[src/rtl/seq_divider_if.sv]
// seq_divider_if: request and result bus of the iterative divider.
interface seq_divider_if #(parameter int WIDTH = 32);
  logic             start;
  logic             is_signed;
  logic [WIDTH-1:0] dividend;
  logic [WIDTH-1:0] divisor;
  logic             busy;
  logic             done;
  logic [WIDTH-1:0] quotient;
  logic [WIDTH-1:0] remainder;
  logic             div_by_zero;
  modport master (
    output start, is_signed, dividend, divisor,
    input  busy, done, quotient, remainder, div_by_zero
  );
  modport slave (
    input  start, is_signed, dividend, divisor,
    output busy, done, quotient, remainder, div_by_zero
  );
endinterface

[src/rtl/seq_divider.sv]
// seq_divider: restoring shift-subtract divider, one quotient bit per clock, signed or unsigned.
module seq_divider #(
  parameter int WIDTH = 32
) (
  input logic          clk,
  input logic          rst_n,
  seq_divider_if.slave bus
);
  localparam int CW = $clog2(WIDTH);
  typedef enum logic [1:0] {IDLE, RUN, FIX, DONE} state_t;
  state_t           r_state, w_next;
  logic [WIDTH-1:0] r_rem, r_dvd, r_dvs, r_q, r_r;
  logic [WIDTH:0]   w_shift, w_trial;
  logic [CW-1:0]    r_cnt;
  logic             r_qsign, r_rsign, r_zero, r_dz;
  logic             w_accept, w_dvd_neg, w_dvs_neg;
  always_comb begin
    w_accept  = (r_state == IDLE || r_state == DONE) && bus.start;
    w_dvd_neg = bus.is_signed & bus.dividend[WIDTH-1];
    w_dvs_neg = bus.is_signed & bus.divisor[WIDTH-1];
    w_shift   = {r_rem, r_dvd[WIDTH-1]};
    w_trial   = w_shift - {1'b0, r_dvs};
    w_next    = r_state;
    if (w_accept) w_next = RUN;
    else if (r_state == DONE) w_next = IDLE;
    else if (r_state == RUN) w_next = (r_cnt == '0) ? FIX : RUN;
    else if (r_state == FIX) w_next = DONE;
  end
  // r_dvd shifts the dividend out at the top while quotient bits enter at the bottom
  always_ff @(posedge clk or negedge rst_n) begin
    if (!rst_n) begin
      r_state <= IDLE;
      r_rem   <= '0;
      r_dvd   <= '0;
      r_dvs   <= '0;
      r_cnt   <= '0;
      r_qsign <= 1'b0;
      r_rsign <= 1'b0;
      r_zero  <= 1'b0;
      r_q     <= '0;
      r_r     <= '0;
      r_dz    <= 1'b0;
    end else begin
      r_state <= w_next;
      if (w_accept) begin
        r_rem   <= '0;
        r_dvd   <= w_dvd_neg ? -bus.dividend : bus.dividend;
        r_dvs   <= w_dvs_neg ? -bus.divisor : bus.divisor;
        r_cnt   <= CW'(WIDTH - 1);
        r_qsign <= w_dvd_neg ^ w_dvs_neg;
        r_rsign <= w_dvd_neg;
        r_zero  <= bus.divisor == '0;
        r_q     <= '0;
        r_r     <= '0;
        r_dz    <= 1'b0;
      end else if (r_state == RUN) begin
        r_rem <= w_trial[WIDTH] ? w_shift[WIDTH-1:0] : w_trial[WIDTH-1:0];
        r_dvd <= {r_dvd[WIDTH-2:0], ~w_trial[WIDTH]};
        r_cnt <= r_cnt - 1'b1;
      end else if (r_state == FIX) begin
        // with a zero divisor every trial succeeds, so the remainder is |dividend| and re-signs to the original
        r_q  <= r_zero ? '1 : (r_qsign ? -r_dvd : r_dvd);
        r_r  <= r_rsign ? -r_rem : r_rem;
        r_dz <= r_zero;
      end
    end
  end
  assign bus.busy        = r_state == RUN || r_state == FIX;
  assign bus.done        = r_state == DONE;
  assign bus.quotient    = r_q;
  assign bus.remainder   = r_r;
  assign bus.div_by_zero = r_dz;
endmodule

[src/flat_wrapper.sv]
// flat-port wrapper written by rule: the top's interface ports become plain ports
module seq_divider_flat 
#(
  parameter int WIDTH = 32
)
  (clk, rst_n, bus_start, bus_is_signed, bus_dividend, bus_divisor, bus_busy, bus_done, bus_quotient, bus_remainder, bus_div_by_zero);
  seq_divider_if #(.WIDTH(WIDTH)) bus_i ();
  input logic clk;
  input logic rst_n;
  input wire logic [$bits(bus_i.start)-1:0] bus_start;
  input wire logic [$bits(bus_i.is_signed)-1:0] bus_is_signed;
  input wire logic [$bits(bus_i.dividend)-1:0] bus_dividend;
  input wire logic [$bits(bus_i.divisor)-1:0] bus_divisor;
  output wire logic [$bits(bus_i.busy)-1:0] bus_busy;
  output wire logic [$bits(bus_i.done)-1:0] bus_done;
  output wire logic [$bits(bus_i.quotient)-1:0] bus_quotient;
  output wire logic [$bits(bus_i.remainder)-1:0] bus_remainder;
  output wire logic [$bits(bus_i.div_by_zero)-1:0] bus_div_by_zero;
  assign bus_i.start = bus_start;
  assign bus_i.is_signed = bus_is_signed;
  assign bus_i.dividend = bus_dividend;
  assign bus_i.divisor = bus_divisor;
  assign bus_busy = bus_i.busy;
  assign bus_done = bus_i.done;
  assign bus_quotient = bus_i.quotient;
  assign bus_remainder = bus_i.remainder;
  assign bus_div_by_zero = bus_i.div_by_zero;
  seq_divider #(.WIDTH(WIDTH)) u_core (.clk(clk), .rst_n(rst_n), .bus(bus_i));
endmodule
[config.mk]
export PLATFORM = sky130hd
export DESIGN_NAME = seq_divider_flat
export DESIGN_NICKNAME = d
export VERILOG_FILES = /design/src/rtl/seq_divider_if.sv /design/src/rtl/seq_divider.sv /design/src/flat_wrapper.sv
export SDC_FILE = /design/constraint.sdc
export NUM_CORES = 1
export LEC_CHECK = 0
export CAP_MARGIN = 20
export CELL_PAD_IN_SITES_DETAIL_PLACEMENT = 0
export CELL_PAD_IN_SITES_GLOBAL_PLACEMENT = 2
export CORE_UTILIZATION = 37
export DETAILED_ROUTE_END_ITERATION = 8
export HOLD_SLACK_MARGIN = 0.15
export PLACE_DENSITY = 0.84
export REMOVE_ABC_BUFFERS = 1
export SKIP_LAST_GASP = 1
export SYNTH_ARGS = -nofsm -noshare
export SYNTH_HDL_FRONTEND = slang
export SYNTH_SLANG_ARGS = --single-unit
[constraint.sdc]
create_clock -name clk -period 8.91 [get_ports clk]
set_clock_uncertainty 0.2 [all_clocks]
set_input_delay 0.891 -clock clk [delete_from_list [all_inputs] [get_ports clk]]
set_output_delay 0.891 -clock clk [all_outputs]
set_load 0.01 [all_outputs]
==> impl_metrics.py <==
metrics = {
    "pwr": {
        "combPwrFrac_pct": 57.5,
        "p_total_uw": 5210,
        "internal_power_uw": 2820,
        "powerDensity_nw_per_um2": 382,
        "sw_frac_of_total_pct": 45.8,
        "irDropWorstVdd_mv": 0.204,
        "leakagePower_uw": 0.00594,
        "p_sw_uw": 2380,
        "clkPwrFrac_pct": 14.3,
        "pwr-share-seq_pct": 28.2,
    },
    "timing": {
        "period_minus_slack_ns": 4.41,
        "timing.final.hold_violations": 0,
        "rsz0062_at_grt": "no",
        "worst_pin_slew_ns": 1.02,
        "finalWorstSetupSlack_ns": 4.50,
        "fin_tns_setup_ns": 0,
        "hold_ws_ns": 0.274,
        "setup_viol": 0,
        "relSlewSlack_pct": 32.0,
        "slew_violations": 0,
        "max_freq_ghz": 0.227,
        "finalCritPeriodShare_pct": 49.5,
    },
    "clock_network": {
        "cts_hold_buffers": 0,
        "h-tree-depth": 4,
        "cts_tree": "done",
        "clk_latency_ns": 0.45,
        "path_clk_slew_ns": 0.08,
        "clock_path_buffers": 2,
        "post_cts_buffers": 0,
        "post_cts_resized": 0,
        "clock_sinks": 171,
        "cts_buffers": 17,
        "clockRootBuffer": "clkbuf_16",
    },
    "yosys": {
        "yosys.area.top_type": "dfrtp_1",
        "synth.distinct_cells": 66,
        "ys_warn_count": 0,
        "yosysSeqAreaShare_pct": 37.8,
        "synthArstFlopShare_pct": 100,
        "synthFlopType": "dfrtp_1",
        "synth_edf_count": 0,
        "synth.top_cells.by_area": "dfrtp_1 (38%), nand2_1 (8.7%), o21ai_0 (7.5%)",
        "syn_avg_cell_area_sq_um": 8.29,
        "netlist_area_sq_um": 11300,
        "netlist_instances": 1367,
        "synth_top_area_share_pct": 37.8,
        "synth-seq-cells": 171,
    },
    "routing": {
        "m1WireLength_um": 15000,
        "wl_per_cell_um": 16.6,
        "first_iter_violations": 566,
        "wl_met2_um": 14500,
        "dr.max_layer_used": "met4",
        "route.met3.wl_um": 909,
        "via_per_inst": 5.25,
        "drc_errors": 0,
        "ant_nets": 0,
        "wl_um": 30800,
        "vias": 9770,
        "first_pass_iters": 5,
    },
    "worst_setup_path": {
        "start_kind": "flop",
        "required_ns": 9.01,
        "arrival_ns": 4.51,
        "crit_type": "flop to flop",
        "worstPathMaxFanout": 18,
        "reg2regPathDepth": 12,
        "end_kind": "flop",
    },
    "finish": {
        "antenna_cells": 0,
        "layout-drive-gt1-share_pct": 4.96,
        "nets": 1568,
        "fin_area_sq_um": 13600,
        "areaGrowthSynthToFinish_pct": 20.4,
    },
    "global_route": {
        "antenna_found_initial": 0,
        "grt_pass1_wl_um": 51200,
        "overflow": 0,
        "grt_max_degree": 102,
        "grt_pass1_vias": 9650,
        "grtUsageTotal_pct": 20.7,
    },
    "die": {
        "dieWidth_um": 177,
        "ios": 135,
        "initial_core_util_pct": 37.9,
        "core_sq_um": 29900,
        "dieArea_sq_um": 31300,
        "die_y_um": 177,
        "rows": 63,
    },
    "job": {
        "drv_cap": 0,
    },
    "outcome": {
        "outcome": "finished, final reports clean",
    },
    "min_path": {
        "hold_path_class": "flop to flop",
        "min_path_cells": 2,
    },
    "placed_design": {
        "dp_hpwl_um": 22000,
        "place.gp.congestion": 0.838,
        "dpl_worst_slack_ns": 4.41,
        "io_buffer_count": 134,
        "dpl_cell_area_sq_um": 13000,
    },
}
-- synthesized netlist by cell type (all sizes together), types with 5 or more instances --
master and instances:
o21bai 6, buf 15, a311oi 18, and2 5, nand2 264, inv 57, o211ai 7, ha 40
nand2b 15, a21o 18, o21ai 179, nand4 5, nor3 14, dfrtp 171, or4 16, xnor2 82
nor4 15, nor2b 7, and3 11, nor2 77, or3 11, a21oi 75, nand3 12, mux2i 32
o41ai 12, o31ai 28, a31oi 16, xor2 68, clkbuf 57
-- layout make-up --
type	instances	area, sq um
fill	2992	16200
multi-input combinational	1067	6610
sequential	171	4280
timing repair buffer	145	1470
tap	390	488
clock buffer	18	439
inverter	57	214
clock inverter	14	143
-- per-stage QoR --
stage,utilization [%],instances
6_report,45.7,1862
5_1_grt,45.7,1862
4_1_cts,45.6,1861
3_5_place_dp,43.6,1829
3_3_place_gp,43.5,1828
2_1_floorplan,-,1295
-- power groups by stage --
stage | clock (uW) | combinational, uW | sequential [uW]
2_1_floorplan | 0 | 2210 | 1420
3_3_place_gp | 0 | 2970 | 1480
3_5_place_dp | 0 | 2980 | 1490
4_1_cts | 765 | 3000 | 1480
5_1_grt | 797 | 3400 | 1520
6_report | 744 | 2990 | 1470
-- cell usage in the layout (no fill, tap or decap), drive strengths merged, types with 16 or more instances in the layout --
master / n
clkbuf: 18
ha: 40
o21ai: 179
o31ai: 28
nor2: 77
or4: 16
nand2: 264
a31oi: 16
mux2i: 32
xnor2: 82
xor2: 68
inv: 65
a21oi: 75
a311oi: 18
clkdlybuf4s50: 133
dfrtp: 171
a21o: 18
-- final timing paths --
| kind | slack, ns | endpoint | start |
|---|---|---|---|
| worst max-delay path | 4.50 | u_core.r_rem[15]$_DFFE_PN0P_ | u_core.r_rem[2]$_DFFE_PN0P_ |
| worst min-delay path | 0.27 | u_core.bus.quotient[28]$_DFFE_PN0P_ | u_core.bus.quotient[28]$_DFFE_PN0P_ |
| worst max register to register | 4.50 | u_core.r_rem[15]$_DFFE_PN0P_ | u_core.r_rem[2]$_DFFE_PN0P_ |
| worst min register to register | 0.27 | u_core.bus.quotient[28]$_DFFE_PN0P_ | u_core.bus.quotient[28]$_DFFE_PN0P_ |
| max in group asynchronous | 6.65 | u_core.r_rem[31]$_DFFE_PN0P_ | rst_n |
| min in group asynchronous | 0.34 | u_core.bus.quotient[16]$_DFFE_PN0P_ | rst_n |
-- critical path: stages, from the launching register on --
cell       delay (ns)
dfrtp_1          0.48
ha_1             0.39
o211ai_1         0.18
a21oi_1          0.08
o41a_1           0.47
a31oi_1          0.31
o21ai_1          0.19
a31oi_2          0.48
xor2_2           0.65
buf_4            0.38
a2111oi_0        0.11
a221oi_1         0.23
a21oi_1          0.11
-- per-layer routing --
| metal | track usage (%) | vias to the layer above |
|---|---|---|
| li1 | - | 4940 |
| met1 | 28.2 | 4653 |
| met2 | 34.3 | 148 |
| met3 | 2.79 | 29 |
| met4 | 5.24 | 0 |
| met5 | 0 | - |
-- flip-flops by register name (all words and copies together), names as in the netlist --
| signal | count |
|---|---|
| u_core.bus.div_by_zero | 1 |
| u_core.bus.quotient | 32 |
| u_core.bus.remainder | 32 |
| u_core.r_cnt | 5 |
| u_core.r_dvd | 32 |
| u_core.r_dvs | 32 |
| u_core.r_qsign | 1 |
| u_core.r_rem | 32 |
| u_core.r_rsign | 1 |
| u_core.r_state | 2 |
| u_core.r_zero | 1 |
-- kinds of logic (layout without fill, tap and decap cells) --
family | count (synthesis) | after routing | share of synthesized area, %
fa+ha+maj | 41 | 41 | 4.60
xor+xnor | 150 | 150 | 11.6
buf+inv | 129 | 234 | 4.32
flops | 171 | 171 | 37.8
compound gates | 380 | 380 | 20.3
mux | 32 | 32 | 2.83
simple gates | 464 | 464 | 18.6
Note: power is estimated with default switching activity, not from simulation.
